--- config.mk ---
export PLATFORM = sky130hd
export DESIGN_NAME = serial_sub
export DESIGN_NICKNAME = d
export VERILOG_FILES = /design/src/rtl/serial_sub.sv
export SDC_FILE = /design/constraint.sdc
export NUM_CORES = 1
export LEC_CHECK = 0
export CAP_MARGIN = 10
export CELL_PAD_IN_SITES_DETAIL_PLACEMENT = 1
export CELL_PAD_IN_SITES_GLOBAL_PLACEMENT = 1
export CORE_MARGIN = 2
export CORE_UTILIZATION = 41
export DETAILED_ROUTE_END_ITERATION = 16
export HOLD_SLACK_MARGIN = 0.15
export PLACE_DENSITY = 0.85
export SYNTH_ARGS = -nofsm -noshare
export SYNTH_HDL_FRONTEND = slang
export SYNTH_SLANG_ARGS = --single-unit
--- constraint.sdc ---
create_clock -name clk -period 1.9 [get_ports clk]
set_clock_uncertainty 0.15 [all_clocks]
set_input_delay 0.285 -clock clk [delete_from_list [all_inputs] [get_ports clk]]
set_output_delay 0.285 -clock clk [all_outputs]
set_load 0.05 [all_outputs]
--- src/rtl/serial_sub.sv ---
// serial_sub: bit-serial subtractor, diff = a - b - bin over WIDTH bits.
// One bit is processed per clock, LSB first. The borrow lives in a flop
// between bit cycles. Results are presented as full parallel words with a
// one-cycle done pulse.
// Optional feature: define SERIAL_SUB_OVF_EN to add the signed-overflow
// output ovf.
module serial_sub #(
    parameter int WIDTH = 8
) (
    input  logic             clk,
    input  logic             rst,
    input  logic             start,
    input  logic [WIDTH-1:0] a_in,
    input  logic [WIDTH-1:0] b_in,
    input  logic             bin,
    output logic             busy,
    output logic             done,
    output logic [WIDTH-1:0] diff_out,
    output logic             bout
`ifdef SERIAL_SUB_OVF_EN
    ,
    output logic             ovf
`endif
);

    typedef enum logic [1:0] {
        IDLE  = 2'd0,
        SHIFT = 2'd1,
        DONE  = 2'd2
    } state_t;

    state_t           state_r;
    state_t           state_s;
    logic [WIDTH-1:0] a_r;
    logic [WIDTH-1:0] b_r;
    logic [WIDTH-1:0] r_r;
    logic [WIDTH-1:0] r_s;
    logic             borrow_r;
    logic             borrow_s;
    logic             d_s;
    logic [5:0]       cnt_r;
    logic             last_s;
    logic             busy_s;
    logic             done_s;
`ifdef SERIAL_SUB_OVF_EN
    logic             msb_bin_r;
`endif

    // Full-subtractor cell: difference bit.
    function automatic logic fs_diff(input logic x, input logic y, input logic bi);
        return x ^ y ^ bi;
    endfunction

    // Full-subtractor cell: borrow out.
    function automatic logic fs_borrow(input logic x, input logic y, input logic bi);
        return (~x & y) | (~(x ^ y) & bi);
    endfunction

    // State register.
    always_ff @(posedge clk or posedge rst) begin
        if (rst) begin
            state_r <= IDLE;
        end else begin
            state_r <= state_s;
        end
    end

    // Next-state logic: SHIFT runs WIDTH cycles, DONE lasts one cycle.
    always_comb begin
        state_s = state_r;
        case (state_r)
            IDLE: begin
                if (start) begin
                    state_s = SHIFT;
                end else begin
                    state_s = IDLE;
                end
            end
            SHIFT: begin
                if (last_s) begin
                    state_s = DONE;
                end else begin
                    state_s = SHIFT;
                end
            end
            DONE:    state_s = IDLE;
            default: state_s = IDLE;
        endcase
    end

    // Output decode; values are registered below so the ports are glitch-free.
    always_comb begin
        busy_s = (state_s != IDLE);
        done_s = (state_r == DONE);
    end

    // Bit-slice datapath: apply the full-subtractor cell to the current LSBs.
    always_comb begin
        d_s             = fs_diff(a_r[0], b_r[0], borrow_r);
        borrow_s        = fs_borrow(a_r[0], b_r[0], borrow_r);
        r_s             = r_r >> 1'b1;
        r_s[WIDTH-1]    = d_s;
        last_s          = (cnt_r == 6'(WIDTH - 1));
    end

    // Operand/result shift registers, borrow flop and bit counter.
    always_ff @(posedge clk or posedge rst) begin
        if (rst) begin
            a_r      <= '0;
            b_r      <= '0;
            r_r      <= '0;
            borrow_r <= 1'b0;
            cnt_r    <= 6'd0;
        end else begin
            case (state_r)
                IDLE: begin
                    if (start) begin
                        a_r      <= a_in;
                        b_r      <= b_in;
                        borrow_r <= bin;
                        cnt_r    <= 6'd0;
                        r_r      <= '0;
                    end
                end
                SHIFT: begin
                    a_r      <= a_r >> 1'b1;
                    b_r      <= b_r >> 1'b1;
                    borrow_r <= borrow_s;
                    r_r      <= r_s;
                    cnt_r    <= cnt_r + 6'd1;
                end
                default: begin
                end
            endcase
        end
    end

`ifdef SERIAL_SUB_OVF_EN
    // Capture the borrow entering the MSB during the last bit cycle.
    always_ff @(posedge clk or posedge rst) begin
        if (rst) begin
            msb_bin_r <= 1'b0;
        end else if ((state_r == SHIFT) && last_s) begin
            msb_bin_r <= borrow_r;
        end
    end
`endif

    // Registered outputs; result words update only when leaving DONE.
    always_ff @(posedge clk or posedge rst) begin
        if (rst) begin
            busy     <= 1'b0;
            done     <= 1'b0;
            diff_out <= '0;
            bout     <= 1'b0;
`ifdef SERIAL_SUB_OVF_EN
            ovf      <= 1'b0;
`endif
        end else begin
            busy <= busy_s;
            done <= done_s;
            if (state_r == DONE) begin
                diff_out <= r_r;
                bout     <= borrow_r;
`ifdef SERIAL_SUB_OVF_EN
                ovf      <= msb_bin_r ^ borrow_r;
`endif
            end
        end
    end

endmodule
Word level (Yosys, flattened, before mapping)
Cells that the tools add are included.
Widths: inputs -> output; s select.

storage, ports and cells
  register bits after elaboration = 44
  bits in latches = 0
  RAM bits = 0
  ROM bits = 0
  output and inout bits = 11
  logic and storage cells = 39
  memories = 0

cells by class
  add/subtract/negate cells = 1
  $mul = 0
  div/mod/pow operators = 0
  order comparisons = 0
  equality and inequality tests = 4
  shift-type cells = 0
  mux-type cells = 13
  bitwise logic cells = 7
  reduce and logical (&&, ||, !) cells = 4

operators with widths
  kind                 count
  $pmux 8 s2           3
  $mux 8               3
  $pmux 6 s2           1
  $add 6x1->6 const B  1
  $eq 6x3->1 const B   1
  $mux 6               1
  $pmux 2 s2           1
  $reduce_bool 2->1    2
  $and 1x1->1          2
  $eq 2x1->1 const B   1
  $eq 2x2->1 const B   1
  $logic_not 2->1      1
  $mux 1               2
  $mux 2               1
  $ne 2x2->1 const B   1
  $not 1->1            2
  $pmux 1 s2           1
  $reduce_and 2->1     1
  $xor 1x1->1          2
  $or 1x1->1           1

Logic depth before layout (Yosys ltp)
Gate-level depths: netlist (run 1).

  word-level depth = 5
  mapped depth = 5

Least setup slack after synthesis (run 1)
Ideal clock, no wire load.

  kind = register to register
  from = register state_r[0]
  to = register cnt_r[1]
  arrival time = 1.123 ns
  setup slack = 0.510 ns
  cell stages (with the launch flop) = 6
  period minus slack after synthesis = 1.390 ns
  path through = dfrtp_1 or3b_1 clkbuf_1 buf_6 nand3_1 nand2_1

on the way
  word-level cells in the longest chain between the ends = 3

RTL lines
  element                                                           RTL line  text
  start, declared                                                   32        state_t state_r;
  start signal, assigned                                            64        state_r <= state_s;
  $eq 2x1->1 or $logic_not 2->1 (tied branches)                     115       case (state_r)
  $reduce_bool 2->1 (no source line) or $ne 2x2->1 (tied branches)  n/a
  $reduce_and 2->1 (no source line)                                 n/a
  end signal, assigned                                              130       cnt_r <= cnt_r + 6'd1;
  end, declared                                                     41        logic [5:0] cnt_r;

Several ways; a longest one is shown, not always the timed one.
A chain may end at the register's enable or synchronous reset.

Worst setup path in the final report (run 1)
  from = register busy
  to = output port busy

RTL lines
  element                 RTL line  text
  start, declared         16        output logic busy,
  start signal, assigned  160       busy <= busy_s;

No word-level cell between the ends.

==> results of run 1 <==
layout make-up:
class	instances	share of cell area, %
inverters	4	0.640
multi-input cells	116	29.3
well taps	52	2.77
repair buffers	39	15.7
flip-flops and latches	44	47.0
clock inverters	2	1.49
clock buffers	6	3.09
synth_stat cells, drive strengths merged:
cell type  instances  share of area [%]
a21oi              1               0.27
a22oi             14                5.6
and2               1               0.34
and2b              1               0.40
and3               1               0.34
buf                9                3.0
clkbuf             2               0.40
dfrtp             44                 59
fa                 1                1.1
ha                 1               0.67
inv                4               0.80
mux2               9                5.4
mux2i              2                1.1
nand2             40                8.0
nand2b             1               0.34
nand3             12                3.2
nand4              2               0.67
nor2               1               0.20
nor2b              3                1.0
nor3b              2               0.80
nor4               1               0.34
o21ai             17                4.6
o21bai             1               0.40
o22ai              2               0.67
or3b               1               0.47
xnor2              1               0.47
xor2               1               0.47
layout by cell type, fill, tap and decap left out, drive strengths merged, types with 2 or more instances in the layout:
cell           instances
clkbuf                 6
nor3b                  2
buf                   19
nand3                 12
a22oi                 14
inv                    4
o21ai                 17
nand4                  2
dfrtp                 44
mux2                   9
clkdlybuf4s50         20
mux2i                  2
nor2b                  3
o22ai                  2
nand2                 40
through the flow:
| step | cell area [um^2] | instances |
|---|---|---|
| 6_report | 2340 | 263 |
| 3_5_place_dp | 2240 | 255 |
| 3_3_place_gp | 2240 | 255 |
| 5_1_grt | 2340 | 263 |
| 4_1_cts | 2340 | 263 |
| 2_1_floorplan | 1870 | 175 |
worst register-to-register path: stages (launching register included):
cell and delay (ns):
dfrtp_1 0.47, buf_4 0.21, nor2b_1 0.15, buf_4 0.21, mux2_2 0.35
registers in the layout (all words and copies together), names as in the netlist:
signal,count
a_r,8
state_r,2
cnt_r,6
done,1
bout,1
borrow_r,1
diff_out,8
busy,1
b_r,8
r_r,8
logic make-up (layout without fill, tap and decap cells):
kind of cell	count (synthesis)	count (layout)	synth area share (%)
AO/OA/AOI/OAI	35	35	11.5
adder cells (fa/ha/maj)	2	2	1.74
AND/OR/NAND/NOR	66	66	16.1
multiplexers	11	11	6.50
flip-flops	44	44	58.9
buffers and inverters	15	51	4.22
XOR/XNOR	2	2	0.938
power by group through the flow:
stage	clock [W]	sequential (W)	combinational, W
3_5_place_dp	0	0.00155	0.00135
6_report	0.000706	0.00154	0.00134
5_1_grt	0.000757	0.00159	0.00151
2_1_floorplan	0	0.00170	0.000738
4_1_cts	0.000718	0.00153	0.00136
3_3_place_gp	0	0.00153	0.00129
worst min path at each step:
| stage | startpoint | to | slack, ns | depth (start not counted) |
|---|---|---|---|---|
| final | rst | b_r[3] | 0.19 | 3 |
| after global routing | rst | busy | 0.21 | 3 |
| after CTS | rst | r_r[7] | 0.21 | 3 |
| after detailed placement | a_r[3] | a_r[3] | 0.32 | 2 |
| after global placement | a_r[1] | a_r[1] | 0.31 | 2 |
| after floorplan | a_in[7] | a_r[7] | 0.24 | 2 |
per-layer routing:
metal  vias up  share of wire, %  routed length [um]
met3         2               4.1                 170
li1        668                 -                   -
met5         -                 0                   0
met4         0              0.31                  13
met1       702                43                1790
met2        27                53                2180
==> flow_summary.toml, run 1 <==
[global_route]
globalRouteMet2Util_pct = 30.0
grt_busiest_layer = "met2"
grt_pass1_wl_um = 7280
track_usage_pct = 18.7
overflow = 0
antenna_found_initial = 0
grt_use_met1_pct = 24.7
met3_usage_pct = 5.06
grt_pass1_vias = 1503
grt_max_degree = 45

[setup_path]
crit_type = "reg -> out"
cp-endpoint = "busy"
crit_arrival_ns = 1.41
cp-start-kind = "register"
crit_path_end_kind = "output port"
crit_slowest_cell = "clkdlybuf4s50_1"
cp.required_ns = 1.46
r2r_setup_slack_ns = 0.25
crit_start = "busy"
crit_buf_inv = 1
worstPathMaxFanout = 1
rr_worst_depth = 4
cp_slowest_stage_delay_ns = 0.79
timing.rr.start = "state_r[0]"
crit_chain = "clkdlybuf4s50_1"
cp.depth = 1
path_delay_family = "buffers and inverters"
r2r-end = "diff_out[1]"

[floorplan]
die_width_um = 71.5
rows = 24
initial_core_util_pct = 42.6
core_um2 = 4380
io_pins = 31
die_h_um = 71.5
die_area_um2 = 5110

[pwr]
p_clk_share_pct = 19.7
peakVddDrop_mv = 0.676
p_switching_w = 0.00138
leakagePower_nw = 1.10
total_power_w = 0.00358
pwr-share-comb_pct = 37.4
p_int_w = 0.00221
seq_power_share_pct = 42.9
swShare_pct = 38.5
cellPowerDensity_nw_per_um2 = 1530

[clock_tree]
cts_buffer_depth = 2
cts_setup_buffers = 0
clk_latency_ns = 0.30
cts_buffers = 5
clock_sinks = 44
cts-htree-levels = 2
cts_resized = 0
clock-root-buffer = "clkbuf_8"
path_clk_slew_ns = 0.08
cts_tree = "done"
cts.hold.buffers_added = 0

[routing]
drt_iter0_markers = 86
drtPass1Iterations = 4
ant_nets = 0
routed_wl_um = 4160
vias = 1399
vias_per_cell = 5.32
wl_per_cell_um = 15.8
drc = 0

[finish]
fin_util_pct = 53.5
multi_input_area_um2 = 688
regArea_um2 = 1100
diodes = 0
n_fill_cell = 479
drive_gt1_share_pct = 16.6
nets = 232
syn2layout_area_growth_pct = 25.5

[outcome]
status = "completed"

[sta]
finalSetupTns_ns = 0
rsz0062_at_grt = "false"
setup_ws_ns = 0.0522
fin_crit_ns = 1.85
fmax_mhz = 541
hold_slack_ns = 0.193
tightestPinTransition_ns = 0.509
max_slew_margin_pct = 66.0
finalMaxSlewViolations = 0
setup_viol = 0
timing.final.crit_share_pct = 97.3
finalHoldViolCount = 0

[yosys]
synthCells = 175
synthesis.nets = 197
yosys_warnings = 0
synth.distinct_cells = 29
syn_area_um2 = 1870
ys_seq_area_share_pct = 58.9
avgSynthCellArea_um2 = 10.7
ys_ff_latch = 44

[hold_path]
hold_class = "in -> async"

[flow_run]
drv_cap = 0

[placement]
dp_hpwl_um = 2790
place_congestion = 0.730
pre_cts_ws_ns = 0.132
portBuffers = 30
Note: power is estimated with default switching activity, not from simulation.
==> inputs of run 2 (changes only) <==
Settings changed: CORE_ASPECT_RATIO set to 1.5.
==> run 2 against run 1 <==
Net effect: die area rose by 0.22%; sequential share of layout area up 0.38 points; cell area down 0.80%; power is 2.4% lower; first-iteration DRC count decreased by 42%; hold slack got worse by 0.0034 ns; wire length is 1.7% higher; global-route usage fell by 0.87 points; fmax about the same; worst setup slack got worse by 0.0017 ns; core utilization shrank 1.4 points.
==> flow_summary.toml, run 2 (synthesized netlist as in run 1, its figures left out) <==
[placement]
dp_hpwl_um = 2790
place_congestion = 0.719
portBuffers = 30
pre_cts_ws_ns = 0.115

[sta]
finalHoldViolCount = 0
timing.final.crit_share_pct = 97.3
fin_crit_ns = 1.85
fmax_mhz = 541
finalSetupTns_ns = 0
tightestPinTransition_ns = 0.548
setup_ws_ns = 0.0506
max_slew_margin_pct = 63.5
setup_viol = 0
rsz0062_at_grt = "false"
finalMaxSlewViolations = 0

[finish]
nets = 232
diodes = 0
layout_commonest_cell = "dfrtp_1"
drive_gt1_share_pct = 16.6
final_cell_mix = "dfrtp_1, nand2_1, clkdlybuf4s50_1"
syn2layout_area_growth_pct = 24.5

[setup_path]
crit_type = "reg -> out"
worstPathMaxFanout = 1
crit_buf_inv = 1
crit_arrival_ns = 1.41
path_delay_family = "buffers and inverters"
r2r-end = "r_r[5]"
rr_worst_depth = 4
crit_slowest_cell = "clkdlybuf4s50_1"
crit_path_end_kind = "output port"
r2r_setup_slack_ns = 0.40
timing.rr.start = "state_r[1]"
crit_chain = "clkdlybuf4s50_1"
cp.required_ns = 1.46
cp_slowest_stage_delay_ns = 0.79
cp-start-kind = "register"

[clock_tree]
cts.hold.buffers_added = 0
cts_setup_buffers = 0
path_clk_slew_ns = 0.09
cts_buffers = 5
cts-htree-levels = 2
cts_resized = 0
clock_sinks = 44
clock-root-buffer = "clkbuf_8"
cts_buffer_depth = 2
clk_latency_ns = 0.29
cts_tree = "done"

[floorplan]
initial_core_util_pct = 41.8
die_h_um = 86.7
rows = 30
core_um2 = 4470
die_width_um = 59.1
io_pins = 31
die_area_um2 = 5120

[pwr]
cellPowerDensity_nw_per_um2 = 1500
leakagePower_nw = 1.09
peakVddDrop_mv = 0.681

[routing]
drtPass1Iterations = 4
drc = 0
wl_per_cell_um = 16.3
drt_iter0_markers = 50
ant_nets = 0
routed_wl_um = 4230
vias_per_cell = 5.52
vias = 1429

[global_route]
track_usage_pct = 17.8
grt_pass1_wl_um = 6970
grt_pass1_vias = 1476
grt_max_degree = 45
overflow = 0
antenna_found_initial = 0

[hold_path]
hold_class = "in -> async"

[outcome]
status = "completed"

[flow_run]
drv_cap = 0
run 2: cell count changes in the layout (fill, tap and decap cells not counted), sizes merged:
cell	previous run	this run
bufinv	1	0
clkinvlp	0	1
clkbuf	6	7
clkinv	1	0
run 2: through the flow:
step	std cells	area (um^2)	util (%)	total power [W]	hold WS, ns
final	259	2330	52.1	0.00350	0.190
after CTS	259	2330	52.1	0.00353	0.208
after detailed placement	251	2230	50.0	0.00290	0.323
after global routing	259	2330	52.1	0.00374	0.234
after floorplan	175	1870	-	0.00244	0.240
after global placement	251	2230	50.0	0.00283	0.314
run 2: worst max path at each step:
stage,from,endpoint,slack (ns),cells after the start
2_1_floorplan,rst,a_r[0],0.43,1
3_3_place_gp,start,r_r[1],0.16,5
3_5_place_dp,start,r_r[0],0.12,5
4_1_cts,busy,busy,0.04,1
5_1_grt,busy,busy,0.01,1
6_report,busy,busy,0.05,1
run 2: worst reg2reg max path: stages (launching register included):
cell and delay [ns]:
dfrtp_1 0.47, or3b_1 0.39, buf_4 0.20, nand3_1 0.11, nand2_1 0.08
run 2: power breakdown:
part           leakage, nW  total, W  switching [W]  internal, W
clock network       0.0445  0.000617       0.000321     0.000296
registers            0.572   0.00152       0.000243      0.00128
logic                0.478   0.00136       0.000828     0.000531
run 2: layer usage:
metal / vias to the layer above / global-route usage (%) / part of all wire [%]
li1: 666 / - / -
met1: 731 / 22.3 / 44
met2: 27 / 30.2 / 52
met3: 5 / 3.43 / 3.7
met4: 0 / 6.20 / 1.2
met5: - / 0 / 0
run 2: layout make-up:
| cell class | instances | area [um^2] |
|---|---|---|
| timing repair buffer | 39 | 368 |
| fill | 492 | 2140 |
| multi-input combinational | 116 | 688 |
| sequential | 44 | 1100 |
| inverter | 4 | 15.0 |
| clock buffer | 7 | 86.3 |
| clock inverter | 1 | 7.51 |
| tap | 48 | 60.1 |
==> inputs of run 3 (changes only) <==
--- a/config.mk
+++ b/config.mk
@@ -12,6 +12,6 @@
 export CORE_MARGIN = 2
-export CORE_UTILIZATION = 41
+export CORE_UTILIZATION = 37
 export DETAILED_ROUTE_END_ITERATION = 16
 export HOLD_SLACK_MARGIN = 0.15
-export PLACE_DENSITY = 0.85
+export PLACE_DENSITY = 0.81
 export SYNTH_ARGS = -nofsm -noshare
==> constraint.sdc (replaced) <==
create_clock -name clk -period 1.7 [get_ports clk]
set_clock_uncertainty 0.15 [all_clocks]
set_input_delay 0.17 -clock clk [delete_from_list [all_inputs] [get_ports clk]]
set_output_delay 0.17 -clock clk [all_outputs]
set_load 0.05 [all_outputs]
==> run 3 against run 2 <==
Net effect: global-route usage down 0.51 points; cell area up 1.9%; via count up 1.5%; die area up 10%; critical path type is now reg -> reg; worst setup slack better by 0.051 ns; largest cell class unchanged; power up 12%; hold slack better by 0.083 ns; clock-buffer cell count down 1; wire length up 1.6%; sequential share of layout area down 0.87 points.
==> flow_summary.toml, run 3 (synthesized netlist as in run 1, its figures left out) <==
[pwr]
leakagePower_nw = 1.11
p_int_w = 0.00236
peakVddDrop_mv = 0.542
swShare_pct = 39.8
pwr-share-comb_pct = 38.3
p_switching_w = 0.00156
cellPowerDensity_nw_per_um2 = 1660
seq_power_share_pct = 43.9
p_clk_share_pct = 17.8

[sta]
finalSetupTns_ns = 0
setup_viol = 0
finalMaxSlewViolations = 0
fin_crit_ns = 1.60
max_slew_margin_pct = 72.9
timing.final.crit_share_pct = 94.0
tightestPinTransition_ns = 0.406
rsz0062_at_grt = "false"
fmax_mhz = 626
finalHoldViolCount = 0

[clock_tree]
cts_buffers = 5
cts_buffer_depth = 2
cts-htree-levels = 2
cts_setup_buffers = 0
cts_resized = 0
cts_tree = "done"
path_clk_slew_ns = 0.08
cts.hold.buffers_added = 1
clock_sinks = 44
clock-root-buffer = "clkbuf_8"
clk_latency_ns = 0.30

[placement]
portBuffers = 30
placed_cell_area_um2 = 2260
dp_hpwl_um = 3060
place_congestion = 0.723

[setup_path]
r2r-end = "diff_out[4]"
crit_arrival_ns = 1.64
worstPathMaxFanout = 11
rr_worst_depth = 3
crit_type = "reg -> reg"
cp-start-kind = "register"
crit_path_end_kind = "register"
cp.required_ns = 1.74
timing.rr.start = "state_r[1]"
r2r_setup_slack_ns = 0.10

[finish]
n_fill_cell = 549
syn2layout_area_growth_pct = 26.9
drive_gt1_share_pct = 18.6
final_cell_mix = "dfrtp_1, nand2_1, buf_4"
diodes = 0
layout_commonest_cell = "dfrtp_1"
stdcell_area_um2 = 2370
nets = 236

[outcome]
status = "completed"

[global_route]
track_usage_pct = 17.3
antenna_found_initial = 0
grt_pass1_wl_um = 7250
overflow = 0
grt_max_degree = 45
grt_pass1_vias = 1615

[hold_path]
hp-start = "a_in[7]"
hold-path-endpoint = "a_r[7]"
whs_path_depth = 3
hold_class = "in -> reg"

[floorplan]
initial_core_util_pct = 38.5
die_width_um = 62.0
core_um2 = 4850
die_area_um2 = 5640
rows = 31
die_h_um = 91.0
io_pins = 31

[routing]
drc = 0
wl_per_cell_um = 15.3
routed_wl_um = 4300
drt_iter0_markers = 69
vias = 1450
drtPass1Iterations = 4
ant_nets = 0
vias_per_cell = 5.16

[flow_run]
drv_cap = 0
## run 3: changes by cell type in the layout (fill, tap and decap cells not counted), sizes merged
cell           before  now
buf                19   23
clkinvlp            1    2
dlygate4sd3         0    1
clkdlybuf4s50      20   19
clkbuf              7    6
## run 3: how the worst max path moves through the flow
stage                from     endpoint  cells past startpoint
6_report       state_r[1]  diff_out[4]                      3
4_1_cts        state_r[1]  diff_out[4]                      3
2_1_floorplan  state_r[0]     cnt_r[1]                      5
3_5_place_dp        start       r_r[0]                      5
3_3_place_gp        start     cnt_r[3]                      5
5_1_grt        state_r[0]       b_r[0]                      4
## run 3: cell type report
cell class | instances | area, um^2 | area share, %
multi-input combinational | 116 | 688 | 29.0
tap | 66 | 82.6 | 3.48
clock buffer | 6 | 82.6 | 3.48
inverter | 4 | 15.0 | 0.634
timing repair buffer | 43 | 385 | 16.3
clock inverter | 2 | 15.0 | 0.634
sequential | 44 | 1100 | 46.5
## run 3: power groups by stage
stage,sequential (W),clock [W],combinational (W)
after detailed placement,0.00174,0,0.00153
after floorplan,0.00190,0,0.000825
final,0.00173,0.000697,0.00150
after CTS,0.00173,0.000718,0.00153
after global routing,0.00178,0.000759,0.00169
after global placement,0.00172,0,0.00147
## run 3: metrics by stage
step | utilization (%) | hold slack [ns] | setup WS [ns] | instances | total power, W
finish | 48.9 | 0.272 | 0.102 | 281 | 0.00393
global route | 48.9 | 0.308 | 0.0280 | 281 | 0.00422
global placement | 46.7 | 0.313 | 0.0558 | 272 | 0.00318
floorplan | - | 0.125 | 0.310 | 175 | 0.00273
CTS | 48.9 | 0.267 | 0.0893 | 281 | 0.00398
detailed placement | 46.7 | 0.326 | 0.0270 | 272 | 0.00327
## run 3: critical path, cell delays in order (launching register included)
cell and delay [ns]:
dfrtp_1 0.55, nor2b_1 0.21, buf_4 0.21, mux2_2 0.35
## run 3: per-layer routing
metal / wire, um / global-route usage (%) / part of all wire [%]
met5: 0 / 0 / 0
met4: 109 / 7.62 / 2.5
met3: 143 / 4.42 / 3.3
met2: 2320 / 28.6 / 54
met1: 1730 / 20.2 / 40
